--- config.mk ---
export PLATFORM = sky130hd
export DESIGN_NAME = cpu_sequencer
export DESIGN_NICKNAME = d
export VERILOG_FILES = /design/src/rtl/cpu_sequencer.sv
export SDC_FILE = /design/constraint.sdc
export NUM_CORES = 1
export LEC_CHECK = 0
export CAP_MARGIN = 20
export CORE_AREA = 2 2 98 100
export DETAILED_ROUTE_END_ITERATION = 7
export DIE_AREA = 0 0 100 102
export GPL_TIMING_DRIVEN = 1
export PLACE_DENSITY = 0.8
export SYNTH_ARGS = -nofsm -noshare
export SYNTH_HDL_FRONTEND = slang
export SYNTH_SLANG_ARGS = --single-unit
--- constraint.sdc ---
create_clock -name clk -period 3.8 [get_ports clk]
set_clock_uncertainty 0.15 [all_clocks]
set_input_delay 0.57 -clock clk [delete_from_list [all_inputs] [get_ports clk]]
set_output_delay 0.57 -clock clk [all_outputs]
set_load 0.02 [all_outputs]
--- src/rtl/cpu_sequencer.sv ---
// Multi-cycle control sequencer for the yIF/yID/yEX/yDM/yWB/yPC datapath.
// Loads the entry point, steps instructions through fetch..retire, and stops on count, halt, illegal opcode or timeout.
module cpu_sequencer #(
    parameter int unsigned CNT_W       = 16,
    parameter int unsigned MEM_TIMEOUT = 15
) (
    input  logic             clk,
    input  logic             rst,
    input  logic             start,
    input  logic [31:0]      entry_point,
    input  logic [CNT_W-1:0] run_len,
    input  logic             halt_req,
    input  logic [6:0]       opcode,
    input  logic             imem_ready,
    input  logic             dmem_ready,
    output logic [31:0]      ep_out,
    output logic             pc_int,
    output logic             pc_write,
    output logic             fetch_en,
    output logic             reg_write,
    output logic             mem_read,
    output logic             mem_write,
    output logic             busy,
    output logic             done,
    output logic             err_illegal,
    output logic             err_timeout,
    output logic [CNT_W-1:0] retired
);

    localparam int unsigned WAIT_W = $clog2(MEM_TIMEOUT + 1);

    localparam logic [6:0] OP_R  = 7'b0110011;
    localparam logic [6:0] OP_I  = 7'b0010011;
    localparam logic [6:0] OP_LW = 7'b0000011;
    localparam logic [6:0] OP_S  = 7'b0100011;
    localparam logic [6:0] OP_B  = 7'b1100011;
    localparam logic [6:0] OP_J  = 7'b1101111;

    typedef enum logic [3:0] {
        S_IDLE, S_LOAD_EP, S_FETCH, S_DECODE, S_EXECUTE, S_MEM, S_WB, S_RETIRE, S_DONE
    } state_t;

    typedef enum logic [2:0] {
        C_R, C_I, C_LW, C_S, C_B, C_J, C_ILL
    } cls_t;

    state_t             state, state_nx;
    cls_t               cls_q, cls_nx;
    logic [WAIT_W-1:0]  wait_cnt, wait_nx;
    logic [CNT_W-1:0]   run_len_q;
    logic [CNT_W-1:0]   ret_inc;
    logic               halt_q;
    logic               start_acc, timeout_hit, illegal_hit, retire_now, in_run;

    function automatic cls_t classify(input logic [6:0] op);
        cls_t c;
        case (op)
            OP_R:    c = C_R;
            OP_I:    c = C_I;
            OP_LW:   c = C_LW;
            OP_S:    c = C_S;
            OP_B:    c = C_B;
            OP_J:    c = C_J;
            default: c = C_ILL;
        endcase
        return c;
    endfunction

    // Next-state, class latch and wait-counter logic
    always_comb begin
        state_nx    = state;
        cls_nx      = cls_q;
        wait_nx     = '0;
        start_acc   = 1'b0;
        timeout_hit = 1'b0;
        illegal_hit = 1'b0;
        retire_now  = 1'b0;
        in_run      = (state != S_IDLE) && (state != S_DONE);
        ret_inc     = (retired == '1) ? retired : retired + CNT_W'(1);

        case (state)
            S_IDLE, S_DONE: begin
                if (start) begin
                    start_acc = 1'b1;
                    state_nx  = S_LOAD_EP;
                end
            end
            S_LOAD_EP: state_nx = S_FETCH;
            S_FETCH: begin
                if (imem_ready) begin
                    cls_nx   = classify(opcode);
                    state_nx = S_DECODE;
                end else if (wait_cnt == WAIT_W'(MEM_TIMEOUT - 1)) begin
                    timeout_hit = 1'b1;
                    state_nx    = S_DONE;
                end else begin
                    wait_nx = wait_cnt + WAIT_W'(1);
                end
            end
            S_DECODE: begin
                if (cls_q == C_ILL) begin
                    illegal_hit = 1'b1;
                    state_nx    = S_DONE;
                end else begin
                    state_nx = S_EXECUTE;
                end
            end
            S_EXECUTE: begin
                case (cls_q)
                    C_LW, C_S: state_nx = S_MEM;
                    C_B:       state_nx = S_RETIRE;
                    default:   state_nx = S_WB;
                endcase
            end
            S_MEM: begin
                if (dmem_ready) begin
                    state_nx = (cls_q == C_LW) ? S_WB : S_RETIRE;
                end else if (wait_cnt == WAIT_W'(MEM_TIMEOUT - 1)) begin
                    timeout_hit = 1'b1;
                    state_nx    = S_DONE;
                end else begin
                    wait_nx = wait_cnt + WAIT_W'(1);
                end
            end
            S_WB: state_nx = S_RETIRE;
            S_RETIRE: begin
                retire_now = 1'b1;
                // A halt raised in this very cycle still stops after this instruction
                if (halt_q || halt_req || ((run_len_q != '0) && (ret_inc == run_len_q)))
                    state_nx = S_DONE;
                else
                    state_nx = S_FETCH;
            end
            default: state_nx = S_IDLE;
        endcase
    end

    // State, run context and registered Moore outputs decoded from the next state
    always_ff @(posedge clk) begin
        if (rst) begin
            state       <= S_IDLE;
            cls_q       <= C_R;
            wait_cnt    <= '0;
            run_len_q   <= '0;
            halt_q      <= 1'b0;
            ep_out      <= '0;
            retired     <= '0;
            err_illegal <= 1'b0;
            err_timeout <= 1'b0;
            pc_int      <= 1'b0;
            pc_write    <= 1'b0;
            fetch_en    <= 1'b0;
            reg_write   <= 1'b0;
            mem_read    <= 1'b0;
            mem_write   <= 1'b0;
            busy        <= 1'b0;
            done        <= 1'b0;
        end else begin
            state    <= state_nx;
            cls_q    <= cls_nx;
            wait_cnt <= wait_nx;

            if (start_acc) begin
                ep_out      <= entry_point;
                run_len_q   <= run_len;
                retired     <= '0;
                halt_q      <= 1'b0;
                err_illegal <= 1'b0;
                err_timeout <= 1'b0;
            end else begin
                if (in_run && halt_req) halt_q <= 1'b1;
                if (retire_now) retired <= ret_inc;
                if (timeout_hit) err_timeout <= 1'b1;
                if (illegal_hit) err_illegal <= 1'b1;
            end

            pc_int    <= (state_nx == S_LOAD_EP);
            pc_write  <= (state_nx == S_LOAD_EP) || (state_nx == S_RETIRE);
            fetch_en  <= (state_nx == S_FETCH);
            reg_write <= (state_nx == S_WB);
            mem_read  <= (state_nx == S_MEM) && (cls_nx == C_LW);
            mem_write <= (state_nx == S_MEM) && (cls_nx == C_S);
            busy      <= (state_nx != S_IDLE) && (state_nx != S_DONE);
            done      <= (state_nx == S_DONE);
        end
    end

endmodule

**Word-level counts from Yosys, hierarchy flattened**

Cells that the tools add are included.

- Memory bits (read-only): 0
- Logic and storage cells: 92
- Flip-flop bits (word level): 86
- Latch bits: 0
- RAM bits: 0
- Memories kept: 0
- Output and inout bits: 58

- Bitwise gates (word level): 0
- Order comparisons: 0
- Div/mod/pow operators: 0
- Reductions and logical operators: 16
- Add/subtract/negate cells: 2
- Shift-type cells: 0
- Equal/unequal tests: 31
- Multiplexer cells: 26
- Multipliers: 0

Operator list:

| kind | number |
|---|---|
| two-way mux 4 bit | 9 |
| one-hot mux 4 bit (8 select lines) | 1 |
| == test 4 x 3 -> 1 bit, second input constant | 7 |
| one-hot mux 3 bit (6 select lines) | 1 |
| adder 16 x 1 -> 16 bit, second input constant | 1 |
| == test 16 bit | 1 |
| == test 16 bit, second input constant | 1 |
| two-way mux 16 bit | 1 |
| nonzero test 16 bit | 1 |
| == test 7 x 6 -> 1 bit, second input constant | 2 |
| == test 7 bit, second input constant | 2 |
| == test 3 x 2 -> 1 bit, second input constant | 4 |
| == test 4 x 2 -> 1 bit, second input constant | 3 |
| == test 4 bit, second input constant | 3 |
| two-way mux 1 bit | 9 |
| == test 4 x 1 -> 1 bit, second input constant | 2 |
| != test 4 bit, second input constant | 2 |
| one-hot mux 4 bit (2 select lines) | 1 |
| nonzero test 4 bit | 2 |
| == test 7 x 2 -> 1 bit, second input constant | 1 |
| == test 7 x 5 -> 1 bit, second input constant | 1 |
| == test 3 bit, second input constant | 2 |
| logical AND 1 bit | 6 |
| two-way mux 3 bit | 2 |
| 6 further kinds | 10 |

**Depth between registers and ports, before layout**

- Depth after elaboration: 9
- Gate-level depth with buffers: 9
- Mapped depth without buffers: 9

**Worst setup path after synthesis**

No wires, ideal clock.

- Kind: register to register
- From: register retired[0]
- To: register done
- Period minus slack after synthesis: 3137 ps
- Data arrival time: 2916 ps
- Data required time: 3580 ps
- Cell stages (with the launch flop): 10
- Setup slack: 663 ps
- Path buffers: 1
- Cell sequence: dfxtp_1 > ha_1 > nand3_2 > buf_2 > or4_4 > a31oi_1 > o2111ai_1 > or4_1 > or4_4 > a21oi_1

- Cells in the longest elaborated chain, start to end: 8

Ends and longest elaborated chain:

| what | line | text |
|---|---|---|
| start, declared | 27 | `output logic [CNT_W-1:0] retired` |
| start signal, assigned | 172 | `if (retire_now) retired <= ret_inc;` |
| adder 16 x 1 -> 16 bit or == test 16 bit (tied branches) | 79 | `ret_inc = (retired == '1) ? retired : retired + CNT_W'(1);` |
| two-way mux 16 bit (*) | 79 |  |
| == test 16 bit (*) | 129 | `if (halt_q \|\| halt_req \|\| ((run_len_q != '0) && (ret_inc == run_len_q)))` |
| logical AND 1 bit (*) | 129 |  |
| logical OR 1 bit (*) | 129 |  |
| two-way mux 4 bit (*) | 129 |  |
| one-hot mux 4 bit (8 select lines) (*) | 81 | `case (state)` |
| == test 4 bit (*) | 184 | `done <= (state_nx == S_DONE);` |
| end signal, assigned | 184 |  |
| end, declared | 24 | `output logic done,` |

Mark *: on every way between the ends. The rest lies on a longest branch, timed or not.
A chain may end at the register's enable or synchronous reset.

**Worst setup path after layout**

- From: register retired[0]
- To: register state[3]

- Cells in the longest elaborated chain, start to end: 7

Ends and longest elaborated chain:

| what | line | text |
|---|---|---|
| adder 16 x 1 -> 16 bit or == test 16 bit (tied branches) | 79 |  |
| two-way mux 16 bit (*) | 79 |  |
| == test 16 bit (*) | 129 |  |
| logical AND 1 bit (*) | 129 |  |
| logical OR 1 bit (*) | 129 |  |
| two-way mux 4 bit (*) | 129 |  |
| one-hot mux 4 bit (8 select lines) (*) | 81 |  |
| end signal, assigned | 159 | `state <= state_nx;` |
| end, declared | 47 | `state_t state, state_nx;` |

Marked as above.

==> results.py <==
metrics = {
    "die": {
        "coreArea_um2": 9110,
        "ioPinCount": 119,
        "die_area_um2": 10200,
        "start_util_pct": 48.5,
        "die_h_um": 102,
        "die_x_um": 100,
        "row_count": 35,
    },
    "clock_network": {
        "numCtsBuffers": 9,
        "cts_buffer_depth": 2,
        "cts_setup_buffers": 0,
        "tritoncts": "built",
        "cts_resized": 0,
        "cts.clk_slew.worst_paths_ns": 0.09,
        "clock-sinks": 86,
        "clk-insertion-delay-late_ns": 0.35,
        "cts-root-buf": "clkbuf_8",
        "cts_hold_buf": 0,
        "h-tree-depth": 3,
    },
    "yosys": {
        "yosys-top-cells-count": "115 x nand2_1, 86 x dfxtp_1, 69 x a21oi_1, 46 x nor2_1, 25 x clkbuf_1",
        "ys_seq_area_share_pct": 39.0,
        "synth_most_common_cell": "nand2_1",
        "syn_nets": 637,
        "yosysTopAreaCell": "dfxtp_1",
        "synth_ff_type": "dfxtp_1",
        "ys_ff_latch": 86,
        "synth_edf_count": 0,
        "synth_cells": 573,
        "synth_top_area_share_pct": 39.0,
        "netlist_area_um2": 4420,
        "yosysUniqueCellTypes": 63,
        "synthTopCellsByArea": "dfxtp_1 39%, nand2_1 9.8%, a21oi_1 7.8%, nor2_1 3.9%, o21ai_0 2.3%",
        "synth_area_per_cell_um2": 7.71,
        "yosys_warnings": 0,
        "async_flop_share_pct": 0,
    },
    "timing": {
        "fin_tns_setup_ns": 0,
        "worst_slew_pin_slew_ns": 0.739,
        "fin_crit_ns": 3.41,
        "relSlewSlack_pct": 50.3,
        "rsz0062_at_grt": "false",
        "slew_viol_final": 0,
        "finalCritPeriodShare_pct": 89.7,
        "hold_viol": 0,
        "setup_viol": 0,
        "fmax_mhz": 293,
    },
    "grt": {
        "gr-usage-all-layers_pct": 26.2,
        "grt_pass1_vias": 4403,
        "antenna_found_initial": 0,
        "grt_max_degree": 49,
        "grt.overflow.total": 0,
        "grt_pass1_wl_um": 21400,
    },
    "critical_path": {
        "end_kind": "flop",
        "reg2reg_from": "retired[0]$_SDFFE_PP0N_",
        "cp_slowest_cell": "or4_4",
        "max_stage_delay_ns": 0.62,
        "critPathMostFrequentCell": "or4_4",
        "crit_chain": "ha_1, nand3_2, or4_4, a31oi_1, o2111ai_1, or4_1, or4_4, a21oi_1",
        "crit_arrival_ns": 3.55,
        "worstPathMaxFanout": 11,
        "start_kind": "flop",
        "crit_required_ns": 3.94,
        "critical_path_class": "flop to flop",
        "worstSetupStartpoint": "retired[0]$_SDFFE_PP0N_",
        "ff2ff_path_depth": 8,
    },
    "drt": {
        "ant_nets": 0,
        "num_vias": 4609,
        "vias_per_cell": 5.88,
        "first_pass_iters": 5,
        "first_iter_violations": 303,
        "wl_per_cell_um": 16.9,
        "drcViolationCount": 0,
        "routed_wl_um": 13200,
    },
    "layout": {
        "area_delta_synth_final_pct": 31.9,
        "fillers": 822,
        "stdcell_count": 784,
        "drive_gt1_share_pct": 5.50,
        "fin_nets": 732,
        "n_antenna_cell": 0,
    },
    "power_and_ir_drop": {
        "ir_worst_vdd_mv": 0.325,
        "power.leakage_nw": 2.04,
        "power_density_nw_per_um2": 420,
        "power_mw": 2.45,
    },
    "placed_design": {
        "gp_congestion": 0.927,
        "dp_hpwl_um": 9640,
        "dp.cells": 768,
        "io_buffers": 118,
    },
    "job": {
        "drv_cap": 0,
    },
    "min_path": {
        "whs_path_depth": 2,
        "hold_class": "flop to flop",
        "hold_start": "ep_out[22]$_SDFFE_PP0P_",
    },
    "outcome": {
        "status": "completed",
    },
}
-- layout by cell type, fill, tap and decap left out, drive strengths merged, types with 4 or more instances in the layout --
master | synthesis | layout
or3 | 7 | 7
dfxtp | 86 | 86
a21oi | 69 | 69
nand4 | 11 | 11
nor2 | 46 | 46
clkdlybuf4s50 | 0 | 117
or4 | 4 | 4
nor3 | 18 | 18
nor2b | 7 | 7
o2111ai | 5 | 5
nand2b | 4 | 4
xor2 | 10 | 10
o21ai | 21 | 21
nand3 | 14 | 14
mux2i | 4 | 4
clkbuf | 25 | 12
and3 | 7 | 7
buf | 16 | 8
and4 | 6 | 6
a31oi | 7 | 7
nor4 | 10 | 10
nand2 | 115 | 115
o211ai | 5 | 5
xnor2 | 11 | 11
a41oi | 6 | 6
inv | 6 | 7
a211oi | 8 | 8
nand3b | 5 | 5
-- registers in the layout, summed over array words and instances (netlist names) --
signal	cells
halt_q	1
cls_q	3
pc_int	1
fetch_en	1
pc_write	1
run_len_q	16
err_illegal	1
reg_write	1
done	1
ep_out	32
busy	1
wait_cnt	4
err_timeout	1
mem_write	1
state	4
retired	16
mem_read	1
-- routing by layer --
layer  up-vias  track usage (%)  part of all wire, %
li1       2237                -                    -
met1      2122             34.3                   43
met2       224             41.5                   45
met3        26             8.21                   10
met4         0             8.64                  2.0
met5         -                0                    0
-- worst max-delay path: cells and delay by family, from the launching register on --
kind	cells	cell delay, ns
and+or+nand+nor	4	1.86
AOI/OAI and AO/OA	3	0.52
DFF	1	0.50
adders and majority gates	1	0.33
-- where the power goes --
part           switching, mW  total (mW)  leakage, nW  internal [mW]
logic                  0.367       0.654         1.23          0.286
registers             0.0724        1.06        0.701          0.987
clock network          0.339       0.732        0.111          0.393
-- kinds of logic (layout without fill, tap and decap cells) --
| family | count (synthesis) | count (layout) | share of synthesized area (%) |
|---|---|---|---|
| mux | 4 | 4 | 0.907 |
| fa+ha+maj | 3 | 3 | 0.850 |
| buf+inv | 47 | 147 | 4.82 |
| flops | 86 | 86 | 39.0 |
| simple gates | 272 | 272 | 31.1 |
| xor+xnor | 21 | 21 | 4.17 |
| compound gates | 140 | 140 | 19.2 |
-- area by class of cell --
class                           instances  area, um2  share of cell area [%]
Clock buffer                           12        145                    2.49
Multi-Input combinational cell        440       2490                    42.7
Timing Repair Buffer                  125       1230                    21.1
Clock inverter                          4       77.6                    1.33
Sequential cell                        86       1720                    29.6
Inverter                                6       22.5                   0.387
Tap cell                              111        139                    2.39
-- worst paths after layout --
check | slack [ns] | to
max reg2reg | 0.39 | state[3]$_SDFF_PP0_
max | 0.39 | state[3]$_SDFF_PP0_
min | 0.31 | ep_out[22]$_SDFFE_PP0P_
min reg2reg | 0.31 | ep_out[22]$_SDFFE_PP0P_
-- metrics by stage --
step           area (um2)  hold slack [ns]  util [%]  setup slack, ns
2_1_floorplan        4420            0.280         -            0.663
3_3_place_gp         5600            0.290      61.5            0.548
3_5_place_dp         5600            0.299      61.5            0.458
4_1_cts              5820            0.309      63.9            0.432
5_1_grt              5820            0.326      63.9            0.259
6_report             5820            0.306      63.9            0.391
Power figures use the tool's default switching activity.
